[src/rtl/mux_bus_arbiter_pkg.sv]
// rtl/mux_bus_arbiter_pkg.sv - shared widths, state codes and helpers for the bus mux arbiter
package mux_bus_arbiter_pkg;

  localparam int NREQ   = 4;
  localparam int SEL_W  = 2;
  localparam int CNT_W  = 4;
  localparam int HOLD_W = 8;

  localparam logic [1:0] ARB_IDLE   = 2'd0;
  localparam logic [1:0] ARB_SETTLE = 2'd1;
  localparam logic [1:0] ARB_GRANT  = 2'd2;
  localparam logic [1:0] ARB_TURN   = 2'd3;

  typedef logic [SEL_W-1:0] sel_t;
  typedef logic [NREQ-1:0]  req_t;

  // One-hot request mask for a mux select value.
  function automatic req_t onehot_of(input sel_t s);
    return req_t'(1) << s;
  endfunction

endpackage

[src/rtl/mux_bus_arbiter_rr_pick4.sv]
// rtl/mux_bus_arbiter_rr_pick4.sv - rotating-priority pick of one of four requests
module mux_bus_arbiter_rr_pick4
  import mux_bus_arbiter_pkg::*;
(
  input  logic [NREQ-1:0]  i_req,
  input  logic [SEL_W-1:0] i_last,
  output logic             o_any,
  output logic [SEL_W-1:0] o_win
);

  logic [SEL_W-1:0] w_idx;
  logic             w_found;

  // Scan last+1, last+2, ... (mod 4); the previous winner is checked last.
  always_comb begin
    o_any   = |i_req;
    o_win   = i_last;
    w_idx   = i_last;
    w_found = 1'b0;
    for (int k = 1; k <= NREQ; k++) begin
      w_idx = i_last + SEL_W'(k);
      if (!w_found && i_req[w_idx]) begin
        o_win   = w_idx;
        w_found = 1'b1;
      end
    end
  end

endmodule

[src/rtl/mux_bus_arbiter.sv]
// rtl/mux_bus_arbiter.sv - round-robin sequencer for a shared tri-state mux bus slice
module mux_bus_arbiter
  import mux_bus_arbiter_pkg::*;
#(
  parameter int SETTLE_CYC = 1,
  parameter int TURN_CYC   = 1,
  parameter int MAX_HOLD   = 16
) (
  input  logic             i_clk,
  input  logic             i_reset,
  input  logic [NREQ-1:0]  i_req,
  output logic [NREQ-1:0]  o_gnt,
  output logic [SEL_W-1:0] o_mux_sel,
  output logic             o_mux_noe,
  output logic             o_busy
);

  localparam logic [CNT_W-1:0]  SETTLE_INIT = CNT_W'(SETTLE_CYC - 1);
  localparam logic [CNT_W-1:0]  TURN_INIT   = CNT_W'(TURN_CYC - 1);
  localparam logic [HOLD_W-1:0] HOLD_LIM    = HOLD_W'(MAX_HOLD - 1);
  localparam logic [HOLD_W-1:0] HOLD_SAT    = '1;

  logic [1:0]        r_state;
  logic [CNT_W-1:0]  r_cnt;
  logic [HOLD_W-1:0] r_hold;
  logic [SEL_W-1:0]  r_last;
  logic [NREQ-1:0]   r_gnt;
  logic [SEL_W-1:0]  r_sel;
  logic              r_noe;
  logic              r_busy;

  logic [1:0]        w_state_nxt;
  logic [CNT_W-1:0]  w_cnt_nxt;
  logic [HOLD_W-1:0] w_hold_nxt;
  logic [SEL_W-1:0]  w_last_nxt;
  logic [NREQ-1:0]   w_gnt_nxt;
  logic [SEL_W-1:0]  w_sel_nxt;
  logic              w_noe_nxt;

  logic              w_any;
  logic [SEL_W-1:0]  w_win;
  logic              w_others;
  logic              w_limit;

  mux_bus_arbiter_rr_pick4 u_pick (
    .i_req  (i_req),
    .i_last (r_last),
    .o_any  (w_any),
    .o_win  (w_win)
  );

  // The current winner is always the value held on the mux select.
  assign w_others = |(i_req & ~onehot_of(r_sel));
  assign w_limit  = (MAX_HOLD != 0) && (r_hold >= HOLD_LIM);

  // Next-state logic; gnt and noe only ever change together so the bus is
  // released before the select can move and selected before it is driven.
  always_comb begin
    w_state_nxt = r_state;
    w_cnt_nxt   = r_cnt;
    w_hold_nxt  = r_hold;
    w_last_nxt  = r_last;
    w_gnt_nxt   = r_gnt;
    w_sel_nxt   = r_sel;
    w_noe_nxt   = r_noe;
    case (r_state)
      ARB_IDLE: begin
        if (w_any) begin
          w_sel_nxt   = w_win;
          w_state_nxt = ARB_SETTLE;
          w_cnt_nxt   = SETTLE_INIT;
        end
      end
      ARB_SETTLE: begin
        if (!i_req[r_sel]) begin
          w_state_nxt = ARB_IDLE;
        end else if (r_cnt == '0) begin
          w_state_nxt = ARB_GRANT;
          w_gnt_nxt   = onehot_of(r_sel);
          w_noe_nxt   = 1'b0;
          w_last_nxt  = r_sel;
          w_hold_nxt  = '0;
        end else begin
          w_cnt_nxt = r_cnt - 1'b1;
        end
      end
      ARB_GRANT: begin
        if (!i_req[r_sel] || (w_limit && w_others)) begin
          w_state_nxt = ARB_TURN;
          w_gnt_nxt   = '0;
          w_noe_nxt   = 1'b1;
          w_cnt_nxt   = TURN_INIT;
        end else if (w_limit) begin
          w_hold_nxt = '0;
        end else if (r_hold != HOLD_SAT) begin
          w_hold_nxt = r_hold + 1'b1;
        end
      end
      default: begin
        if (r_cnt == '0) begin
          w_state_nxt = ARB_IDLE;
        end else begin
          w_cnt_nxt = r_cnt - 1'b1;
        end
      end
    endcase
  end

  // State and output registers; reset parks the bus disabled on select 0.
  always_ff @(posedge i_clk) begin
    if (i_reset) begin
      r_state <= ARB_IDLE;
      r_cnt   <= '0;
      r_hold  <= '0;
      r_last  <= SEL_W'(NREQ - 1);
      r_gnt   <= '0;
      r_sel   <= '0;
      r_noe   <= 1'b1;
      r_busy  <= 1'b0;
    end else begin
      r_state <= w_state_nxt;
      r_cnt   <= w_cnt_nxt;
      r_hold  <= w_hold_nxt;
      r_last  <= w_last_nxt;
      r_gnt   <= w_gnt_nxt;
      r_sel   <= w_sel_nxt;
      r_noe   <= w_noe_nxt;
      r_busy  <= (w_state_nxt != ARB_IDLE);
    end
  end

  assign o_gnt     = r_gnt;
  assign o_mux_sel = r_sel;
  assign o_mux_noe = r_noe;
  assign o_busy    = r_busy;

endmodule

[config.mk]
export PLATFORM = sky130hd
export DESIGN_NAME = mux_bus_arbiter
export DESIGN_NICKNAME = d
export VERILOG_FILES = /design/src/rtl/mux_bus_arbiter_pkg.sv /design/src/rtl/mux_bus_arbiter_rr_pick4.sv /design/src/rtl/mux_bus_arbiter.sv
export SDC_FILE = /design/constraint.sdc
export NUM_CORES = 1
export LEC_CHECK = 0
export ABC_CLOCK_PERIOD_IN_PS = 2200
export CAP_MARGIN = 20
export CORE_ASPECT_RATIO = 1.2
export CORE_MARGIN = 2
export CORE_UTILIZATION = 35
export CTS_CLUSTER_DIAMETER = 150
export DETAILED_ROUTE_END_ITERATION = 10
export GPL_TIMING_DRIVEN = 0
export PLACE_DENSITY = 0.57
export SYNTH_ARGS = -nofsm -noshare
export SYNTH_HDL_FRONTEND = slang
export SYNTH_HIERARCHICAL = 1
export SYNTH_SLANG_ARGS = --single-unit
[constraint.sdc]
create_clock -name i_clk -period 2.2 [get_ports i_clk]
set_input_delay 0.44 -clock i_clk [delete_from_list [all_inputs] [get_ports i_clk]]
set_output_delay 0.44 -clock i_clk [all_outputs]
set_load 0.005 [all_outputs]
==> summary.md <==
| Metric | Value |
|---|---|
| Final Hold Viols | `0` |
| Pin count of the biggest net entering global routing | `14` |
| Worst setup path class | `reg -> reg` |
| Initial antenna violation count | `0` |
| Final Cell Area | `between 1500 and 2000 µm²` |
| Cell variety after synth | `48` |
| Min Tclk post-route | `roughly 2 ns` |
| CP Launch Type | `flip-flop` |
| Nets | `167` |
| Async set-reset flop share out of synthesis | `0%` |
| Maximum clock insertion buffer count | `2` |
| Post-synth EDFFs | `0` |
| Failing checks | `design-rule violations` |
| CTS tree | `yes` |
| I/O Pins | `14` |
| Core area | `roughly 3400 µm²` |
| Share of cells above drive strength 1 | `14.6%` |
| Mapped Area | `1260 µm²` |
| RSZ-0062 raised after global routing | `no` |
| DRT Pass-1 Iters | `7` |
| Synth Area in Compound Gates | `between 20% and 30%` |
| Adder-cell area share of the yosys netlist | `just under 2%` |
| Antenna diodes | `0` |
| Final Util | `between 40% and 50%` |
| Avg WL per Cell | `14.0 µm` |
| Syn_nets | `between 100 and 150` |
| Leading area contributor after synthesis | `dfxtp_1` |
| Worst r2r src | `o_mux_sel[0]$_SDFFE_PP0P_` |
| Num CTS Buffers | `3` |
| Post-Synth XOR/XNOR Area | `0%` |
| Crit end category | `flip-flop` |
| Crit path launch | `o_mux_sel[0]$_SDFFE_PP0P_` |
| Iteration-0 DRC Markers | `slightly below 60` |
| Chip height | `between 60 and 70 µm` |
| DP Area | `~1400 µm²` |
| Slew Viols, Final | `0` |
| Synth Register Bits | `24` |
| DP Wirelength | `around 2.0 mm` |
| Starting density of the core | `37.2%` |
| Clk pin slew, worst setup/hold paths | `roughly 0.09 ns` |
| WP data required | `between 2 and 2.5 ns` |
| Worst-path cell chain | `buf_6 -> mux4_2 -> mux2_4 -> o21a_4 -> a31o_1 -> a21oi_2` |
| Share of the synthesized area in the top cell type | `about two fifths` |
| Fillers | `350` |
| LEAKAGE | `roughly 0.64 nW` |
| Via Count | `1,084` |
| Clk sinks | `24` |
| GR Overflow Total | `0` |
| Max Freq | `510 MHz` |
| CP max-delay cell | `mux4_2` |
| VDD IR max | `0.565 mV` |
| Simple-gate share of the synthesized area | `between 20% and 30%` |
| Worst stage delay on the critical path | `between 0.5 and 0.6 ns` |
| PD cells | `around 1200 nW/µm²` |
| Synth area leaders | `dfxtp_1 (38%), nand2_1 (4.2%), nor3b_1 (3.6%)` |
| Via density | `~5.6` |
| Commonest cells after routing, fill and taps aside | `dfxtp_1 (24), nand2_1 (14), nor2_1 (10), inv_1 (9), clkdlybuf4s50_1 (9)` |
| Fin crit share | `around nine tenths` |
| FP Rows | `23` |
| Routability cong. | `between 0.7 and 0.8` |
| Worst skew pair latency | `approximately 0.27 ns` |
| Sequential share of the synthesized area | `around two fifths` |
| Antenna-violating nets left | `0` |
| Vias in the first global route | `1,034` |
| CP arrival | `2.17 ns` |
| Worst hold path type | `reg -> reg` |
| Ys flop type | `dfxtp_1` |
| Max Clock Skew | `about 0.0057 ns` |
| Max_cap viols | `0` |
| Total track usage | `approximately 14%` |
| Die Area | `between 4000 and 5000 µm²` |
| H-tree levels | `1` |
| Post-synthesis cell count | `139` |
| Largest family of logic cells by synthesized area | `simple AND/OR/NAND/NOR gates` |
| Setup TNS | `0 ns` |
| Crit path max fanout | `9` |
| Max-slew headroom | `69.2%` |
| DRC | `1` |
| Post-synthesis mux area share | `6.14%` |
| Die W | `just under 60 µm` |
| Synthesis-to-layout area growth | `21.5%` |
| First-pass GRT wire length | `about 4.6 mm` |
| Routed WL | `~2.7 mm` |
| Avg Cell Area, Syn | `9.08 µm²` |
| Root buf cell | `clkbuf_8` |
| Worst Tran Pin Value | `roughly 0.46 ns` |
| Final setup violation count | `0` |
| Ys Warns | `6` |
| Most common cell after layout, fill and taps aside | `dfxtp_1` |
| PortBufs | `13` |
| Hold path start | `r_hold[6]$_SDFFE_PP0P_` |
| Status | `finished with violations` |
per-stage QoR:
step / setup WS, ns / std cells / power [mW] / hold slack [ns]
global placement: -0.265 / 189 / 1.50 / 0.452
finish: 0.239 / 195 / 1.84 / 0.477
floorplan: 0.305 / 139 / 1.28 / 0.456
detailed placement: -0.288 / 189 / 1.52 / 0.464
CTS: 0.0138 / 194 / 1.83 / 0.481
global route: 0.123 / 195 / 1.99 / 0.489
sequential cells by signal, indices dropped and copies added, names as in the netlist:
register / cells
r_last: 2
o_mux_sel: 2
o_gnt: 4
o_mux_noe: 1
r_state: 2
o_busy: 1
r_hold: 8
r_cnt: 4
logic make-up (layout without fill, tap and decap cells):
kind of cell,count (synthesis),after routing
adders and majority gates,2,2
muxes,6,6
buffers and inverters,16,35
and+or+nand+nor,55,55
DFF,24,24
AOI/OAI and AO/OA,36,36
area by class of cell:
type	instances	area (µm²)	share of cell area, %
sequential	24	480	31.3
multi-input combinational	99	704	45.9
clock buffer	4	55.1	3.59
inverter	9	33.8	2.20
buffer	7	58.8	3.83
timing repair buffer	15	155	10.1
tap	37	46.3	3.02
final timing paths:
| check | to | slack [ns] | depth (start not counted) |
|---|---|---|---|
| hold / removal | r_hold[6]$_SDFFE_PP0P_ | 0.48 | 1 |
| setup reg to reg | r_cnt[2]$_SDFFE_PP0P_ | 0.24 | 6 |
| hold reg to reg | r_hold[6]$_SDFFE_PP0P_ | 0.48 | 1 |
| setup / recovery | r_cnt[2]$_SDFFE_PP0P_ | 0.24 | 6 |
cell usage after synthesis (2+ instances only):
library cell,instances
a32o_1,4
buf_2,2
inv_1,9
a22o_1,2
a21oi_1,6
nor2b_1,3
nor3b_1,6
o21ai_0,3
nand2_1,14
nor2_1,10
nand2b_1,2
ha_1,2
nand3_1,4
nor3_1,4
nor4_1,2
a41o_1,2
a31oi_1,2
buf_4,2
dfxtp_1,24
and2_1,2
and2b_1,2
mux2i_1,4
buf_6,3
report_power, final:
part	leakage [nW]	switching [mW]	internal, mW
clock network	0.0288	0.140	0.160
registers	0.195	0.0717	0.540
logic	0.416	0.475	0.456
routing by layer:
metal | vias to the layer above | GRT usage [%] | wire length, µm
met3 | 4 | 2.24 | 84
met2 | 13 | 23.1 | 1330
met1 | 515 | 19.1 | 1280
li1 | 552 | - | -
met5 | - | 0 | 0
met4 | 0 | 5.30 | 42
worst max-delay path, delay by kind of cell, from the launching register on:
| family | cells | cell delay, ns |
|---|---|---|
| multiplexers | 2 | 0.87 |
| AO/OA/AOI/OAI | 3 | 0.53 |
| flip-flops | 1 | 0.35 |
| buffers and inverters | 1 | 0.14 |
repair_timing:
action	4_1_cts	5_1_grt
pin swaps	0	0
resized for setup	0	6
hold buffers	0	0
setup endpoints to repair	3	14
buffers inserted	1	1
No activity file was read; power rests on OpenSTA's default activity.
